<file path="src/rtl/min_density_encoder_pkg.sv">
// Shared types and helpers for the minimum-density encoder.
//   state_t        : encoder FSM states
//   popcount_lane  : counts the ones in a zero-extended lane slice
package min5_pkg;

    typedef enum logic [1:0] {
        IDLE  = 2'd0,
        COUNT = 2'd1,
        FIX   = 2'd2,
        OUT   = 2'd3
    } state_t;

    // Widest lane the popcount helper accepts; narrower lanes are zero-extended.
    localparam int MAX_LANE = 32;

    function automatic logic [5:0] popcount_lane(input logic [MAX_LANE-1:0] v);
        logic [5:0] c;
        c = '0;
        for (int i = 0; i < MAX_LANE; i++) begin
            c = c + {5'd0, v[i]};
        end
        return c;
    endfunction

endpackage

</file>
<file path="src/rtl/min_density_encoder_lane_popcount.sv">
// Combinational popcount of one LANE-bit slice.
//   lane   in   LANE              slice to count
//   count  out  $clog2(LANE+1)    number of ones in the slice
module lane_popcount
    import min5_pkg::*;
#(
    parameter int LANE = 4
) (
    input  logic [LANE-1:0]           lane,
    output logic [$clog2(LANE+1)-1:0] count
);

    localparam int CNT_W = $clog2(LANE+1);

    logic [MAX_LANE-1:0] lane_ext;

    assign lane_ext = MAX_LANE'(lane);
    assign count    = CNT_W'(popcount_lane(lane_ext));

endmodule

</file>
<file path="src/rtl/min_density_encoder.sv">
// Minimum-density encoder: accepts arbitrary WIDTH-bit words and emits words
// holding at least MIN_CNT ones and MIN_CNT zeroes, forcing the fewest bits
// scanned LSB first. Ones are counted LANE bits per cycle, then bits are fixed
// one index per cycle.
//   clk        in   1      clock, rising edge
//   reset_n    in   1      asynchronous active-low reset
//   in_valid   in   1      upstream word valid
//   in_data    in   WIDTH  upstream word
//   in_ready   out  1      encoder idle and able to accept
//   out_valid  out  1      encoded word valid, held until accepted
//   out_data   out  WIDTH  encoded word
//   out_mod    out  1      at least one bit was forced
//   out_ready  in   1      downstream accepts
//   fix_count  out  16     modified-word counter (only with MIN5_STATS_EN)
// Build option MIN5_STATS_EN adds the saturating fix_count statistics counter.
//
// state | meaning
// IDLE  | in_ready high, waiting for an upstream word
// COUNT | accumulating ones, one LANE slice per cycle, LSB slice first
// FIX   | walking bit indices from 0, forcing bits until the deficit is gone
// OUT   | encoded word presented, waiting for out_ready
module min_density_encoder
    import min5_pkg::*;
#(
    parameter int WIDTH   = 32,
    parameter int MIN_CNT = 5,
    parameter int LANE    = 4
) (
    input  logic             clk,
    input  logic             reset_n,
    input  logic             in_valid,
    input  logic [WIDTH-1:0] in_data,
    output logic             in_ready,
    output logic             out_valid,
    output logic [WIDTH-1:0] out_data,
    output logic             out_mod,
    input  logic             out_ready
`ifdef MIN5_STATS_EN
    ,
    output logic [15:0]      fix_count
`endif
);

    localparam int NLANE = WIDTH / LANE;
    localparam int IW    = (NLANE > 1) ? $clog2(NLANE) : 1;
    localparam int XW    = $clog2(WIDTH);
    localparam int CW    = $clog2(WIDTH + 1);
    localparam int LW    = $clog2(LANE + 1);

    state_t           state;
    logic [WIDTH-1:0] data_q;
    logic [CW-1:0]    ones_q;
    logic [CW-1:0]    deficit_q;
    logic             short_ones_q;
    logic [IW-1:0]    lane_idx;
    logic [XW-1:0]    fix_idx;

    logic [XW-1:0]    slice_lsb;
    logic [LW-1:0]    lane_cnt;
    logic [CW-1:0]    ones_sum;
    logic [CW-1:0]    zeros_sum;
    logic [CW-1:0]    deficit_new;
    logic             short_ones_new;
    logic             bit_forceable;
    logic [WIDTH-1:0] fixed_word;

    assign slice_lsb = XW'(lane_idx) * XW'(LANE);

    lane_popcount #(.LANE(LANE)) u_lane_popcount (
        .lane  (data_q[slice_lsb +: LANE]),
        .count (lane_cnt)
    );

    // Final tally as of the last COUNT cycle; only one deficit can be non-zero.
    always_comb begin
        ones_sum       = ones_q + CW'(lane_cnt);
        zeros_sum      = CW'(WIDTH) - ones_sum;
        deficit_new    = '0;
        short_ones_new = 1'b0;
        if (ones_sum < CW'(MIN_CNT)) begin
            deficit_new    = CW'(MIN_CNT) - ones_sum;
            short_ones_new = 1'b1;
        end else if (zeros_sum < CW'(MIN_CNT)) begin
            deficit_new = CW'(MIN_CNT) - zeros_sum;
        end
    end

    // A bit is forced only if it currently holds the over-represented value.
    always_comb begin
        bit_forceable       = short_ones_q ? ~data_q[fix_idx] : data_q[fix_idx];
        fixed_word          = data_q;
        fixed_word[fix_idx] = short_ones_q;
    end

    always_ff @(posedge clk or negedge reset_n) begin
        if (!reset_n) begin
            state        <= IDLE;
            data_q       <= '0;
            ones_q       <= '0;
            deficit_q    <= '0;
            short_ones_q <= 1'b0;
            lane_idx     <= '0;
            fix_idx      <= '0;
            in_ready     <= 1'b0;
            out_valid    <= 1'b0;
            out_data     <= '0;
            out_mod      <= 1'b0;
        end else begin
            case (state)
                IDLE: begin
                    in_ready <= 1'b1;
                    if (in_valid && in_ready) begin
                        data_q   <= in_data;
                        ones_q   <= '0;
                        lane_idx <= '0;
                        in_ready <= 1'b0;
                        state    <= COUNT;
                    end
                end
                COUNT: begin
                    ones_q   <= ones_sum;
                    lane_idx <= lane_idx + IW'(1);
                    if (lane_idx == IW'(NLANE - 1)) begin
                        deficit_q    <= deficit_new;
                        short_ones_q <= short_ones_new;
                        fix_idx      <= '0;
                        if (deficit_new == '0) begin
                            out_valid <= 1'b1;
                            out_data  <= data_q;
                            out_mod   <= 1'b0;
                            state     <= OUT;
                        end else begin
                            state <= FIX;
                        end
                    end
                end
                FIX: begin
                    fix_idx <= fix_idx + XW'(1);
                    if (bit_forceable) begin
                        data_q    <= fixed_word;
                        deficit_q <= deficit_q - CW'(1);
                        if (deficit_q == CW'(1)) begin
                            out_valid <= 1'b1;
                            out_data  <= fixed_word;
                            out_mod   <= 1'b1;
                            state     <= OUT;
                        end
                    end
                end
                OUT: begin
                    if (out_ready) begin
                        out_valid <= 1'b0;
                        in_ready  <= 1'b1;
                        state     <= IDLE;
                    end
                end
                default: state <= IDLE;
            endcase
        end
    end

`ifdef MIN5_STATS_EN
    always_ff @(posedge clk or negedge reset_n) begin
        if (!reset_n) begin
            fix_count <= '0;
        end else if (state == OUT && out_valid && out_ready && out_mod
                     && fix_count != 16'hFFFF) begin
            fix_count <= fix_count + 16'd1;
        end
    end
`endif

endmodule

</file>
<file path="config.mk">
export PLATFORM = sky130hd
export DESIGN_NAME = min_density_encoder
export DESIGN_NICKNAME = d
export VERILOG_FILES = /design/src/rtl/min_density_encoder_pkg.sv /design/src/rtl/min_density_encoder_lane_popcount.sv /design/src/rtl/min_density_encoder.sv
export SDC_FILE = /design/constraint.sdc
export NUM_CORES = 1
export LEC_CHECK = 0
export CAP_MARGIN = 10
export CORE_MARGIN = 2
export CORE_UTILIZATION = 55
export DETAILED_ROUTE_END_ITERATION = 10
export GPL_ROUTABILITY_DRIVEN = 1
export GPL_TIMING_DRIVEN = 0
export PLACE_DENSITY_LB_ADDON = 0.15
export SYNTH_ARGS = -nofsm -noshare
export SYNTH_HDL_FRONTEND = slang
export SYNTH_HIERARCHICAL = 1
export SYNTH_SLANG_ARGS = --single-unit
</file>
<file path="constraint.sdc">
create_clock -name clk -period 10.74 [get_ports clk]
set_clock_uncertainty 0.1 [all_clocks]
set_input_delay 2.148 -clock clk [delete_from_list [all_inputs] [get_ports clk]]
set_output_delay 2.148 -clock clk [all_outputs]
set_load 0.1 [all_outputs]
</file>
# Word level (Yosys, flattened, before mapping)

Cells that the tools add are included.

$add $sub $neg: 10
Multiply operators: 0
Divide/modulo/power cells: 0
$lt $le $gt $ge: 4
Eq/ne operators: 11
Shifts and indexed selects: 1
Mux-type cells: 45
Bitwise logic cells: 1
Reductions and logical operators: 18

Operator list:

| kind                                               | count |
|---|---|
| two-way mux 32 bit                                 | 6 |
| one-hot mux 32 bit (2 select lines)                | 2 |
| bitwise mux 32 bit                                 | 1 |
| indexed part select 32 x 6 -> 4 bit                | 1 |
| two-way mux 6 bit                                  | 5 |
| one-hot mux 6 bit (2 select lines)                 | 2 |
| two-way mux 1 bit                                  | 14 |
| < comparator 6 x 3 -> 1 bit, second input constant | 2 |
| != test 2 bit, second input constant               | 6 |
| subtractor 3 x 6 -> 6 bit, first input constant    | 2 |
| two-way mux 2 bit                                  | 5 |
| one-hot mux 5 bit (2 select lines)                 | 1 |
| AND reduction 5 bit                                | 2 |
| one-hot mux 2 bit (4 select lines)                 | 1 |
| AND reduction 2 bit                                | 4 |
| nonzero test 2 bit                                 | 4 |
| adder 3 x 1 -> 3 bit                               | 2 |
| adder 6 x 3 -> 6 bit                               | 1 |
| == test 6 x 1 -> 1 bit, second input constant      | 1 |
| zero test 6 bit                                    | 1 |
| < comparator 5 x 6 -> 1 bit, second input constant | 1 |
| one-hot mux 3 bit (2 select lines)                 | 1 |
| AND reduction 3 bit                                | 2 |
| AND reduction 6 bit                                | 1 |
| other kinds (19)                                   | 22 |

Register bits: 90
Latch bits: 0
RAM bits: 0
Memory bits (read-only): 0
Input port bits: 36
Memories: 0

# Logic depth before layout (Yosys ltp)

Gate-level depths: netlist of the first run.

Depth in word-level cells: 13
Depth in mapped cells: 23
Gate-level depth less buffers: 20

# Modules after synthesis

The synthesis of the first run kept the hierarchy.

By module, submodules not included:

| module              | times used | cells an instance | area an instance (um^2) | sequential area each (um^2) |
|---|---|---|---|---|
| min_density_encoder | 1          | 629               | 6207.2                  | 2252.2 |
| lane_popcount       | 1          | 8                 | 63.8                    | 0.0 |

# Least setup slack after synthesis of the first run

OpenSTA, ideal clock, no wires.

Kind: reg2reg
Start point: register lane_idx[0]
End point: register out_data[0]
Setup time: 126 ps
Arrival: 5950 ps
Data required time: 10514 ps
Path slack: 4564 ps
Stages on the path, launching flop included: 24
Path buffers: 3
Clock period less this slack: 6176 ps
Path through: dfrtp_1 clkbuf_1 mux4_2 mux2_2 inv_1 fa_1 inv_1 ha_1 ha_1 inv_1 fa_1 xor2_2 inv_1 ha_1 nand2_1 o21ai_2 a2111oi_4 mux2_2 or4_1 a221oi_2 o211a_1 buf_6 buf_12 mux2_4

Cells in the longest elaborated chain, start to end: 12

RTL lines:

| what                                                                            | line                                                 | RTL |
|---|---|---|
| from (decl)                                                                     | min_density_encoder.sv:55                            | `logic [IW-1:0] lane_idx;` |
| from (signal assigned)                                                          | min_density_encoder.sv:122                           | `lane_idx <= lane_idx + IW'(1);` |
| indexed part select 32 x 6 -> 4 bit *                                           | min_density_encoder.sv:70                            | `.lane (data_q[slice_lsb +: LANE]),` |
| adder 1 x 1 -> 2 bit                                                            | min_density_encoder_pkg.sv:20                        | `c = c + {5'd0, v[i]};` |
| adder 3 x 1 -> 3 bit                                                            | min_density_encoder_pkg.sv:20                        |  |
| adder 3 x 1 -> 3 bit *                                                          | min_density_encoder_pkg.sv:20                        |  |
| net lane_cnt[1]                                                                 | min_density_encoder.sv:59                            | `logic [LW-1:0] lane_cnt;` |
| adder 6 x 3 -> 6 bit *                                                          | min_density_encoder.sv:76                            | `ones_sum = ones_q + CW'(lane_cnt);` |
| subtractor 6 bit                                                                | min_density_encoder.sv:77                            | `zeros_sum = CW'(WIDTH) - ones_sum;` |
| subtractor 3 x 6 -> 6 bit / < comparator 6 x 3 -> 1 bit (equally long branches) | min_density_encoder.sv:84, min_density_encoder.sv:83 |  |
| two-way mux 6 bit                                                               | min_density_encoder.sv:83                            | `end else if (zeros_sum < CW'(MIN_CNT)) begin` |
| two-way mux 6 bit *                                                             | min_density_encoder.sv:80                            | `if (ones_sum < CW'(MIN_CNT)) begin` |
| zero test 6 bit *                                                               | min_density_encoder.sv:127                           | `if (deficit_new == '0) begin` |
| != test 2 bit (no line) *                                                       | n/a                                                  |  |
| AND reduction 5 bit (no line) *                                                 | n/a                                                  |  |
| to (signal assigned)                                                            | min_density_encoder.sv:129                           | `out_data <= data_q;` |
| to (signal assigned)                                                            | min_density_encoder.sv:144                           | `out_data <= fixed_word;` |
| to (decl)                                                                       | min_density_encoder.sv:35                            | `output logic [WIDTH-1:0] out_data,` |

Mark *: on every way through the listed nets, which the timed path passes. The rest lies on a longest branch.
A chain may end at the register's enable or synchronous reset.

# Worst setup path after layout of the first run

Start point: register lane_idx[0]
End point: register out_data[18]

Same word-level chain as after synthesis.

==> results.toml, run 1 <==
[sta]
fin_crit_sh_pct = 65.8
setup_tns_ns = 0
timing.fmax_mhz = 142
maxSlewHeadroom_pct = 34.8
hold_violations = 0
finalMaxSlewViolations = 0
fin_crit_ns = 7.07
rsz0062_at_grt = "false"
tightest_slew_ns = 0.975
worst_slack_ns = 3.67
finalSetupViolations = 0

[final_layout]
final_layout_size_suffix_gt1_share_pct = 15.3
n_fill_cell = 877
layout_commonest_cell = "nand2_1"
final_util_pct = 68.5
fin_area_mm2 = 0.00752
nets = 780
area_growth_pct = 19.9
n_antenna_cell = 0
multi_input_area_mm2 = 0.00371
layout_common_cells = "105 x nand2_1, 90 x dfrtp_1, 69 x clkdlybuf4s50_1, 47 x nor2_1, 40 x mux2_2"
seqCellArea_mm2 = 0.00225

[placed_design]
dpl_cell_area_mm2 = 0.00717
hpwl_um = 13500
dpl_worst_slack_ns = 3.71
place_congestion = 0.959
port_buffers = 70

[yosys]
synth.distinct_cells = 66
synthMuxAreaShare_pct = 21.0
synth_xor_area_share_pct = 1.10
syn_inst = 637
ys_warn_count = 6
synth_edf_count = 0
synthSimpleGateAreaFrac_pct = 14.3
synthAdderAreaFrac_pct = 5.23
synth.avg_cell_area_um2 = 9.84
yosysTopAreaCell = "dfrtp_1"
synth_ff_type = "dfrtp_1"
syn_area_mm2 = 0.00627
yosysSeqAreaShare_pct = 35.9
synth_compound_area_share_pct = 17.5
synth_area_leaders = "dfrtp_1 36%, mux2_2 7.2%, mux2_4 6.9%"
synth_top_area_share_pct = 35.9
synth_fp_nets = 698
ys_ff_latch = 90
async_flop_share_pct = 100
synth_top_family_by_area = "multiplexers"

[worst_setup_path]
crit_required_ns = 10.87
endpoint_kind = "flip-flop"
path_delay_family = "multiplexers"
cp_cell_sequence = "clkbuf_1 > mux4_2 > mux2_2 > inv_1 > fa_1 > inv_1 > ha_1 > ha_1 > inv_1 > fa_1 > xor2_2 > inv_1 > ha_1 > nand2_1 > o21ai_2 > a2111oi_4 > mux2_2 > or4_1 > a221oi_2 > o211a_1 > buf_6 > buf_12 > mux2_4"
slowest_stage = "mux4_2"
critical_path_buf_inv_count = 7
path_class = "flip-flop to flip-flop"
worstSetupStartpointType = "flip-flop"
crit_path_max_fanout = 10
path_common_cell = "inv_1"
crit_arrival_ns = 7.20
max_stage_delay_ns = 0.63

[clocking]
clk_pin_slew_ns = 0.07
clk_path_buf_depth = 2
cts_resized = 0
ctsHoldBuffers = 0
cts-root-buf = "clkbuf_16"
clock-sinks = 90
cts_tree = "done"
post_cts_buffers = 0
clk_latency_ns = 0.35
cts_buffers = 9
ctsHtreeMaxLevel = 3

[die]
chipHeight_um = 111
dieArea_mm2 = 0.0123
die_w_um = 111
ioPinCount = 71
core_mm2 = 0.0110
initial_core_util_pct = 57.1
rows = 38

[global_route]
grt_pass1_wl_um = 30400
grt_pass1_vias = 5674
grt_util_all_layers_pct = 31.3
grt_start_max_net_pins = 63
antenna_found_initial = 0
grt_overflow_total = 0

[drt]
remaining_drc_errors = 0
wl_per_cell_um = 22.0
vias = 5549
wl_um = 19000
viasPerCell = 6.42
dr.pass1.iters = 6
antenna_left = 0
drt_iter0_drc = 539

[run]
drv_cap = 0

[worst_hold_path]
hold_class = "flip-flop to flip-flop"

[run_status]
status = "completed"
## metal layers
layer,up-vias,part of all wire (%),GRT usage [%]
met5,-,0,0
met4,0,4.0,14.4
met3,64,7.6,6.23
met2,289,45,48.8
met1,2687,44,42.3
li1,2509,-,-
## layout make-up
type                            instances  share of cell area [%]
Buffer                                 42                    2.91
Clock buffer                            9                    2.99
Clock inverter                          7                    1.65
Inverter                               24                    1.20
Multi-Input combinational cell        481                    49.3
Sequential cell                        90                    29.9
Tap cell                              140                    2.33
Timing Repair Buffer                   71                    9.65
## registers in the layout, summed over array words and instances, names as in the netlist
register and cells:
out_data 32, ones_q 6, deficit_q 6, lane_idx 3, in_ready 1, out_valid 1
fix_idx 5, state 2, short_ones_q 1, out_mod 1, data_q 32
## metrics by stage
stage,hold slack (ns),std cells
after floorplan,0.356,637
after global placement,0.375,847
after detailed placement,0.379,848
after CTS,0.395,864
after global routing,0.421,864
final,0.397,864
## worst min-delay path, stage by stage (launching register included)
cell and delay [ns]:
dfrtp_1 0.35, nand2_1 0.05, o21ai_0 0.06
## synth_stat cells, types with 4 or more instances
library cell and count:
nand2_1 105, nor2_1 47, mux2i_1 22, nor2b_1 5
and3_1 4, mux2_4 29, clkbuf_1 35, inv_1 23
nor3b_1 5, a22o_1 4, a21o_1 5, a211oi_1 4
xnor2_1 5, a21oi_1 13, o22ai_1 8, dfrtp_1 90
a32oi_1 31, nor3_1 4, nand3_1 11, ha_1 23
o211ai_1 33, mux4_2 8, mux2_2 40, o21ai_0 17
## path summary, 6_finish.rpt
path | from | endpoint | slack [ns] | cells past startpoint
max reg2reg | lane_idx[0] | out_data[18] | 3.67 | 23
min | ones_q[0] | ones_q[0] | 0.40 | 2
max in group asynchronous | reset_n | out_data[21] | 8.26 | 2
max | lane_idx[0] | out_data[18] | 3.67 | 23
min reg2reg | ones_q[0] | ones_q[0] | 0.40 | 2
min in group asynchronous | reset_n | deficit_q[2] | 1.63 | 1
## cell families after synthesis
kind of cell / count (synthesis)
AOI/OAI and AO/OA: 145
xor gates and xnor gates: 7
adders and majority gates: 25
buffers and inverters: 66
DFF: 90
muxes: 102
and+or+nand+nor: 202
Power of run 1 is left out: the tool's default activity adds up to more than one toggle a clock period on the data nets, which glitch-free logic cannot reach.
==> inputs of run 2 (changes only) <==
clock period = 7.2 ns   (was 10.74 ns; I/O delays follow)
==> results.toml, run 2 (synthesis results as in run 1) <==
[final_layout]
nets = 780
layout_common_cells = "105 x nand2_1, 90 x dfrtp_1, 69 x clkdlybuf4s50_1, 47 x nor2_1, 40 x mux2_2"
fin_area_mm2 = 0.00752
n_fill_cell = 876
final_layout_size_suffix_gt1_share_pct = 15.5
layout_commonest_cell = "nand2_1"
reg_top3 = "data_q x32, out_data x32"
n_antenna_cell = 0
area_growth_pct = 20.0

[die]
chipHeight_um = 111
dieArea_mm2 = 0.0123
die_w_um = 111
ioPinCount = 71
core_mm2 = 0.0110
rows = 38
initial_core_util_pct = 57.1

[worst_setup_path]
critical_path_buf_inv_count = 7
worstSetupStartpointType = "flip-flop"
path_common_cell = "inv_1"
worst_r2r_path_depth = 23
crit_required_ns = 7.34
crit_path_max_fanout = 10
cp_cell_sequence = "clkbuf_2 > mux4_2 > mux2_2 > inv_1 > fa_1 > inv_1 > ha_1 > ha_1 > inv_1 > fa_1 > xor2_2 > inv_1 > ha_1 > nand2_1 > o21ai_2 > a2111oi_4 > mux2_2 > or4_1 > a221oi_2 > o211a_1 > buf_6 > buf_12 > mux2_4"
path_class = "flip-flop to flip-flop"
endpoint_kind = "flip-flop"
max_stage_delay_ns = 0.61
reg2reg_to = "out_data[18]"
slowest_stage = "mux4_2"
regToRegSetupSlack_ns = 0.46
crit_arrival_ns = 6.88
reg2reg_from = "lane_idx[0]"
path_delay_family = "multiplexers"

[global_route]
grt_start_max_net_pins = 63
grt_pass1_wl_um = 30400
grt_pass1_vias = 5674
antenna_found_initial = 0
grt_util_all_layers_pct = 31.3
grt_overflow_total = 0

[worst_hold_path]
hold_class = "flip-flop to flip-flop"
whs_path_depth = 2
holdPathEnd = "ones_q[0]"
min_from = "ones_q[0]"

[placed_design]
hpwl_um = 13500
place_congestion = 0.959
dpl_cell_area_mm2 = 0.00717
port_buffers = 70
dpl_worst_slack_ns = 0.170

[clocking]
cts_tree = "done"
post_cts_buffers = 0
clock-sinks = 90
clk_pin_slew_ns = 0.07
clk_latency_ns = 0.35
clk_path_buf_depth = 2
cts_resized = 0
cts-root-buf = "clkbuf_16"
ctsHtreeMaxLevel = 3
ctsHoldBuffers = 0
cts_buffers = 9

[run]
drv_cap = 0

[sta]
fin_crit_sh_pct = 93.6
hold_slack_ns = 0.399
setup_tns_ns = 0
worst_slack_ns = 0.459
finalMaxSlewViolations = 0
tightest_slew_ns = 0.975
maxSlewHeadroom_pct = 34.8
rsz0062_at_grt = "false"
timing.fmax_mhz = 148
finalSetupViolations = 0
hold_violations = 0
fin_crit_ns = 6.74

[run_status]
status = "completed"

[drt]
remaining_drc_errors = 0
dr.pass1.iters = 5
antenna_left = 0
wl_per_cell_um = 21.9
drt_iter0_drc = 599
vias = 5614
viasPerCell = 6.50
wl_um = 18900
run 2: cell counts in the layout (fill, tap and decap cells not counted):
No cell type changed its count.
run 2: worst max path at each step:
stage / start / end / slack [ns] / cells past startpoint
global placement: lane_idx[0] / out_data[18] / 0.24 / 23
finish: lane_idx[0] / out_data[18] / 0.46 / 23
global route: lane_idx[0] / out_data[18] / 0.11 / 23
CTS: lane_idx[0] / out_data[11] / 0.14 / 23
floorplan: lane_idx[0] / out_data[0] / 1.02 / 23
detailed placement: lane_idx[0] / out_data[11] / 0.17 / 23
run 2: through the flow:
stage          utilization, %  std cells
5_1_grt                  68.5        864
3_5_place_dp             65.3        848
4_1_cts                  68.5        864
6_report                 68.5        864
3_3_place_gp             65.1        847
2_1_floorplan               -        637
run 2: area by class of cell:
class                   instances  area (um2)  share of cell area [%]
multi-input cells             481        3710                    49.3
clock buffers                   9         225                    2.99
clock inverters                 7         124                    1.65
plain buffers                  42         220                    2.93
well taps                     140         175                    2.33
repair buffers                 71         726                    9.65
inverters                      24        90.1                    1.20
flip-flops and latches         90        2250                    29.9
run 2: metal layers:
layer  wire, um  track usage (%)
met1       8040             42.3
met2       8520             48.8
met4        766             14.4
met3       1600             6.23
met5          0                0
run 2: tightest hold or removal path: cells and delay by family (launching register included):
family / cells / cell delay, ns
and+or+nand+nor: 1 / 0.05
DFF: 1 / 0.36
AOI/OAI and AO/OA: 1 / 0.06
Power of run 2 is left out for the same reason.
==> inputs of run 3 (changes only) <==
GPL_ROUTABILITY_DRIVEN = unset   (was 1)
==> results of run 3 <==
No change in the layout: final DEF, timing and power equal those of run 2.
Power of run 3 is left out for the same reason.
